$ cat src/rtl/seq_divider.sv
// Multi-cycle unsigned restoring divider producing one quotient bit per clock.
// Results are registered and held until the next completed operation.
module seq_divider #(
  parameter int WIDTH = 16
) (
  input  logic             clk,
  input  logic             reset,
  input  logic             resetD,
  input  logic [WIDTH-1:0] dividend,
  input  logic [WIDTH-1:0] divisor,
  output logic [WIDTH-1:0] quotient,
  output logic [WIDTH-1:0] remainder,
  output logic             donee,
  output logic             div_by_zero
);

  localparam int CW = $clog2(WIDTH + 1);

  typedef enum logic [1:0] {IDLE, BUSY, DONE} state_t;

  state_t           state;
  logic [WIDTH-1:0] work_q;
  logic [WIDTH-1:0] work_d;
  logic [WIDTH:0]   work_r;
  logic [CW-1:0]    cnt;

  logic [WIDTH:0]   shifted;
  logic [WIDTH:0]   trial;
  logic [WIDTH:0]   next_r;
  logic [WIDTH-1:0] next_q;

  // One restoring step: shift in the next dividend bit, keep the difference if it did not borrow.
  always_comb begin
    shifted = {work_r[WIDTH-1:0], work_q[WIDTH-1]};
    trial   = shifted - {1'b0, work_d};
    next_r  = trial[WIDTH] ? shifted : trial;
    next_q  = {work_q[WIDTH-2:0], ~trial[WIDTH]};
  end

  // donee is registered alongside state so it always equals (state == DONE).
  always_ff @(posedge clk or posedge reset) begin
    if (reset) begin
      state       <= IDLE;
      work_q      <= '0;
      work_d      <= '0;
      work_r      <= '0;
      cnt         <= '0;
      quotient    <= '0;
      remainder   <= '0;
      donee       <= 1'b0;
      div_by_zero <= 1'b0;
    end else begin
      case (state)
        IDLE: begin
          donee <= 1'b0;
          if (!resetD) begin
            work_q <= dividend;
            work_d <= divisor;
            work_r <= '0;
            cnt    <= CW'(WIDTH);
            state  <= BUSY;
          end
        end
        BUSY: begin
          if (resetD) begin
            state <= IDLE;
            donee <= 1'b0;
          end else begin
            work_q <= next_q;
            work_r <= next_r;
            cnt    <= cnt - 1'b1;
            if (cnt == CW'(1)) begin
              quotient    <= next_q;
              remainder   <= next_r[WIDTH-1:0];
              div_by_zero <= (work_d == '0);
              donee       <= 1'b1;
              state       <= DONE;
            end else begin
              donee <= 1'b0;
            end
          end
        end
        DONE: begin
          if (resetD) begin
            state <= IDLE;
            donee <= 1'b0;
          end else begin
            donee <= 1'b1;
          end
        end
        default: begin
          state <= IDLE;
          donee <= 1'b0;
        end
      endcase
    end
  end

endmodule

$ cat config.mk
export PLATFORM = sky130hd
export DESIGN_NAME = seq_divider
export DESIGN_NICKNAME = d
export VERILOG_FILES = /design/src/rtl/seq_divider.sv
export SDC_FILE = /design/constraint.sdc
export NUM_CORES = 1
export LEC_CHECK = 0
export ABC_AREA = 1
export BUFFER_PORTS_ARGS = -buffer_cell sky130_fd_sc_hd__buf_2
export CORE_AREA = 2 2 141 129
export DETAILED_ROUTE_END_ITERATION = 8
export DIE_AREA = 0 0 143 131
export PLACE_DENSITY = 0.53
export SLEW_MARGIN = 5
export SYNTH_ARGS = -nofsm -noshare
export SYNTH_HDL_FRONTEND = slang
export SYNTH_SLANG_ARGS = --single-unit
$ cat constraint.sdc
create_clock -name clk -period 3 [get_ports clk]
set_input_delay 0.15 -clock clk [delete_from_list [all_inputs] [get_ports clk]]
set_output_delay 0.15 -clock clk [all_outputs]
set_load 0.1 [all_outputs]
# Word level (Yosys, flattened, before mapping)
# Index checks and enable logic that the tools add are counted.
# op_classes
n_lt_le_gt_ge	0
n_mul	0
n_shift	0
n_reduce_logical	7
div_mod_pow	0
n_mux	19
n_addsub	2
n_eq_ne	7
bitwise_logic	2
# op_table
op	count
2-to-1 mux 16 bit	5
one-hot mux 16 bit (2 select lines)	2
subtractor 17 x 16 -> 17 bit	1
zero test 16 bit	1
2-to-1 mux 5 bit	2
one-hot mux 5 bit (2 select lines)	1
AND reduction 3 bit	3
2-to-1 mux 2 bit	4
inequality test 2 bit (second input constant)	3
one-hot mux 2 bit (3 select lines)	1
equality test 5 x 1 -> 1 bit (second input constant)	1
subtractor 5 x 1 -> 5 bit (second input constant)	1
2-to-1 mux 1 bit	3
inequality test 3 bit (second input constant)	1
equality test 2 x 1 -> 1 bit (second input constant)	1
equality test 2 bit (second input constant)	1
zero test 2 bit	1
NOT 1 bit	2
one-hot mux 1 bit (2 select lines)	1
AND reduction 2 bit	1
nonzero test 2 bit	1
# totals
latch_bits	0
rom_bits	0
ramBits	0
out_inout_bits	34
in_bits	35
n_memories	0
reg_bits	89

# Longest topological paths before layout
# logic_depth
word_depth	4
ltp_mapped	16

# Least setup slack after synthesis
# OpenSTA, ideal clock, no wires.
# synth_timing
path_type	flip-flop to flip-flop
startpoint	register work_q[15]
endpoint	register remainder[6]
path_slack_ns	0.941
t_arrival_ns	1.939
stages_incl_launch_ff	15
required_time_ns	2.880
cell_sequence	dfrtp_1 inv_1 ha_1 fa_1 inv_1 nand2_1 nand2_1 nand3_1 nand2_2 nand2_4 nand3_4 clkbuf_8 nand3b_2 nand3_1 nand2_1
# synth_between
elab_chain_len	2
# synth_lines
element	line	rtl
from (decl)	22	logic [WIDTH-1:0] work_q;
from (signal assigned)	57	work_q <= dividend;
from (signal assigned)	69	work_q <= next_q;
subtractor 17 x 16 -> 17 bit	35	trial = shifted - {1'b0, work_d};
2-to-1 mux 16 bit	36	next_r = trial[WIDTH] ? shifted : trial;
to (signal assigned)	74	remainder <= next_r[WIDTH-1:0];
to (decl)	12	output logic [WIDTH-1:0] remainder,
# No other way between the ends.
# A chain may end at the register's enable or synchronous reset.

# Final worst setup path
# layout_timing
startpoint	register work_q[15]
endpoint	register remainder[12]
# The elaborated chain is that of the path after synthesis.

==> results by group <==
Clocking
  – Clk Latency, worst-skew pair: 0.35 ns
  – CTS Buf Count: 9
  – CTS clock-pin slew for the worst setup and hold paths: 0.07 ns
  – CTS H-tree depth: 3
  – CTS Root Cell: clkbuf_16
  – CTS tree: built
  – Max clock buf depth: 2
  – Clock sink count: 89

Yosys
  – Top cells by area, synth: dfrtp_1, nand2_1, inv_1, o21ai_0, ha_1
  – Largest area contributor in the netlist: dfrtp_1
  – Top FF cell, synth: dfrtp_1
  – Post-synth ARST share: 100%
  – Synthesized area per cell: 7.77 sq um
  – FF+latch count, synth: 89
  – Post-synthesis sequential area ratio: 43.5%
  – Cells after synthesis: approximately 660
  – Yosys warning total: 0
  – Synth cell count leaders: nand2_1, inv_1, dfrtp_1
  – Syn nets: 716
  – Synth Cell Area: 0.00512 sq mm
  – Post-synth EDFFs: 0
  – Most frequent cell after synthesis: nand2_1
  – Distinct cell type count after synthesis: 40
  – Share of the synthesized area in the top cell type: between 40% and 50%

Timing
  – RSZ-0062 raised after global routing: no
  – Max Freq: between 400 and 500 MHz
  – Final worst-path setup slack: 0.666 ns
  – Final setup viols: 0
  – Rel. slew slack: about half
  – Final hold violation count: 0
  – Fin Setup TNS: 0 ns
  – Layout Skew: 0.00914 ns
  – Worst hold slack: 0.0116 ns
  – Min cycle time layout: 2.33 ns
  – Final worst path period share: 77.8%
  – Final Slew Violations: 0
  – Worst-Margin Slew: 0.772 ns

Route
  – DRC: 0
  – Vias: 4,173
  – DRT Pass-1 Iters: 4
  – WL met1: 6410 um
  – Met3 Wirelength: between 400 and 500 um
  – Per-cell routed wire length: 13.0 um
  – Final WL: 12,700 um
  – DR iter-0 viols: 266
  – Post-route ant nets: 0
  – DR top layer: met4
  – Drt via density: 4.29
  – Met2 WL: 5690 um

Die
  – Core area: ~0.017 sq mm
  – DIE AREA: 0.0187 sq mm
  – Cell Rows: 46
  – Starting Density: 29.6%
  – Boundary pin count: 69
  – Die X: 143 um
  – Die height: 131 um

Critical path
  – Max stage delay on crit path: 0.40 ns
  – CP Max Fanout: 18
  – Crit end category: flop
  – CP bufs+invs: 2
  – Crit path cell chain: inv_1 -> ha_1 -> fa_1 -> inv_1 -> nand2_1 -> nand2_1 -> nand3_1 -> nand2_2 -> nand2_4 -> nand2_4 -> nand2_4 -> nand2_8 -> nand2_1 -> nand3_1 -> nand2_1
  – Critical Path RT: 3.24 ns
  – Critical path class: reg -> reg
  – Critical Path Source Type: flop
  – Most used cell, CP: nand2_1
  – Top delay family on crit path: simple AND/OR/NAND/NOR gates
  – Critical-path top delay cell: fa_1
  – Crit path arrival time: 2.57 ns

Finish
  – Fin nets: 785
  – Diode count: 0
  – Syn-to-layout area delta: 18.1%
  – Util after Layout: 34.9%
  – Share of layout cells above drive strength 1: 18.4%

Place
  – Count of input and output buffers: 68
  – Dpl hpwl: 9180 um
  – Placer Congestion: slightly above 0.8
  – Worst slack at placement: 0.673 ns

Global route
  – Initial antenna violation count: 0
  – Gr usage total: 14.5%
  – Vias in the first global route: between 4,000 and 5,000
  – First-pass GRT wire length: 21,100 um
  – Pin count of the biggest net entering global routing: 90
  – Overflow after GRT: 0

Job
  – Max-cap violation count: 0

Status
  – Status: complete, no violations

Hold path
  – Worst hold path class: in -> reg
registers in the layout, indices dropped and copies added, names as in the netlist:
name and flops:
donee 1, work_d 16, div_by_zero 1, remainder 16, state 2, work_q 16
quotient 16, work_r 16, cnt 5
final timing paths:
path / startpoint / endpoint / slack, ns / cells past startpoint
setup / recovery: work_q[15] / remainder[12] / 0.67 / 15
setup reg to reg: work_q[15] / remainder[12] / 0.67 / 15
hold reg to reg: quotient[1] / quotient[1] / 0.48 / 2
hold / removal: divisor[8] / work_d[8] / 0.01 / 3
max in group asynchronous: reset / work_r[14] / 2.18 / 4
min in group asynchronous: reset / quotient[8] / 0.45 / 4
routing by layer:
layer | GRT usage [%] | up-vias
met2 | 23.3 | 75
met1 | 19.7 | 1873
met3 | 3.94 | 6
met5 | 0 | -
li1 | - | 2219
met4 | 3.32 | 0
cells by family after synthesis:
group / Yosys count / synth area share [%]
AOI/OAI and AO/OA: 84 / 9.60
and+or+nand+nor: 332 / 29.9
muxes: 1 / 0.220
xor gates and xnor gates: 8 / 1.37
DFF: 89 / 43.5
buffers and inverters: 123 / 9.87
adders and majority gates: 22 / 5.52
stage by stage:
step,instance area [sq um],cells
2_1_floorplan,5120,659
3_3_place_gp,5710,953
3_5_place_dp,5710,953
4_1_cts,6050,973
5_1_grt,6050,973
6_report,6050,973
placed cells by master (no fill, tap or decap), types with 5 or more instances in the layout:
cell type,Yosys,final
nand2_1,224,224
inv_1,97,96
dfrtp_1,89,89
buf_2,3,68
o21ai_0,54,54
nand3_1,43,43
ha_1,21,21
o211ai_1,16,16
nand2_2,14,14
nor2_1,14,13
clkbuf_16,0,9
a21oi_1,8,8
nand4_1,7,7
nand3b_2,7,7
buf_4,3,6
inv_2,5,5
cell type report:
type	count	area (sq um)
repair buffers	79	445
clock buffers	10	229
well taps	240	300
fillers	1838	11300
clock inverters	6	73.8
inverters	102	384
multi-input cells	447	2390
flip-flops and latches	89	2230
what timing repair did:
| action | 4_1_cts | 5_1_grt |
|---|---|---|
| hold buffers | 4 | 0 |
| endpoints found under the hold margin | 92 | 0 |
| setup buffers | 0 | 0 |
| resized for setup | 0 | 0 |
tightest hold or removal path: stages:
cell and delay (ns):
buf_2 0.08, nand2_1 0.04, o21ai_0 0.06
Power is left out: the tool's default activity adds up to more than one toggle a clock period on the data nets, which glitch-free logic cannot reach.
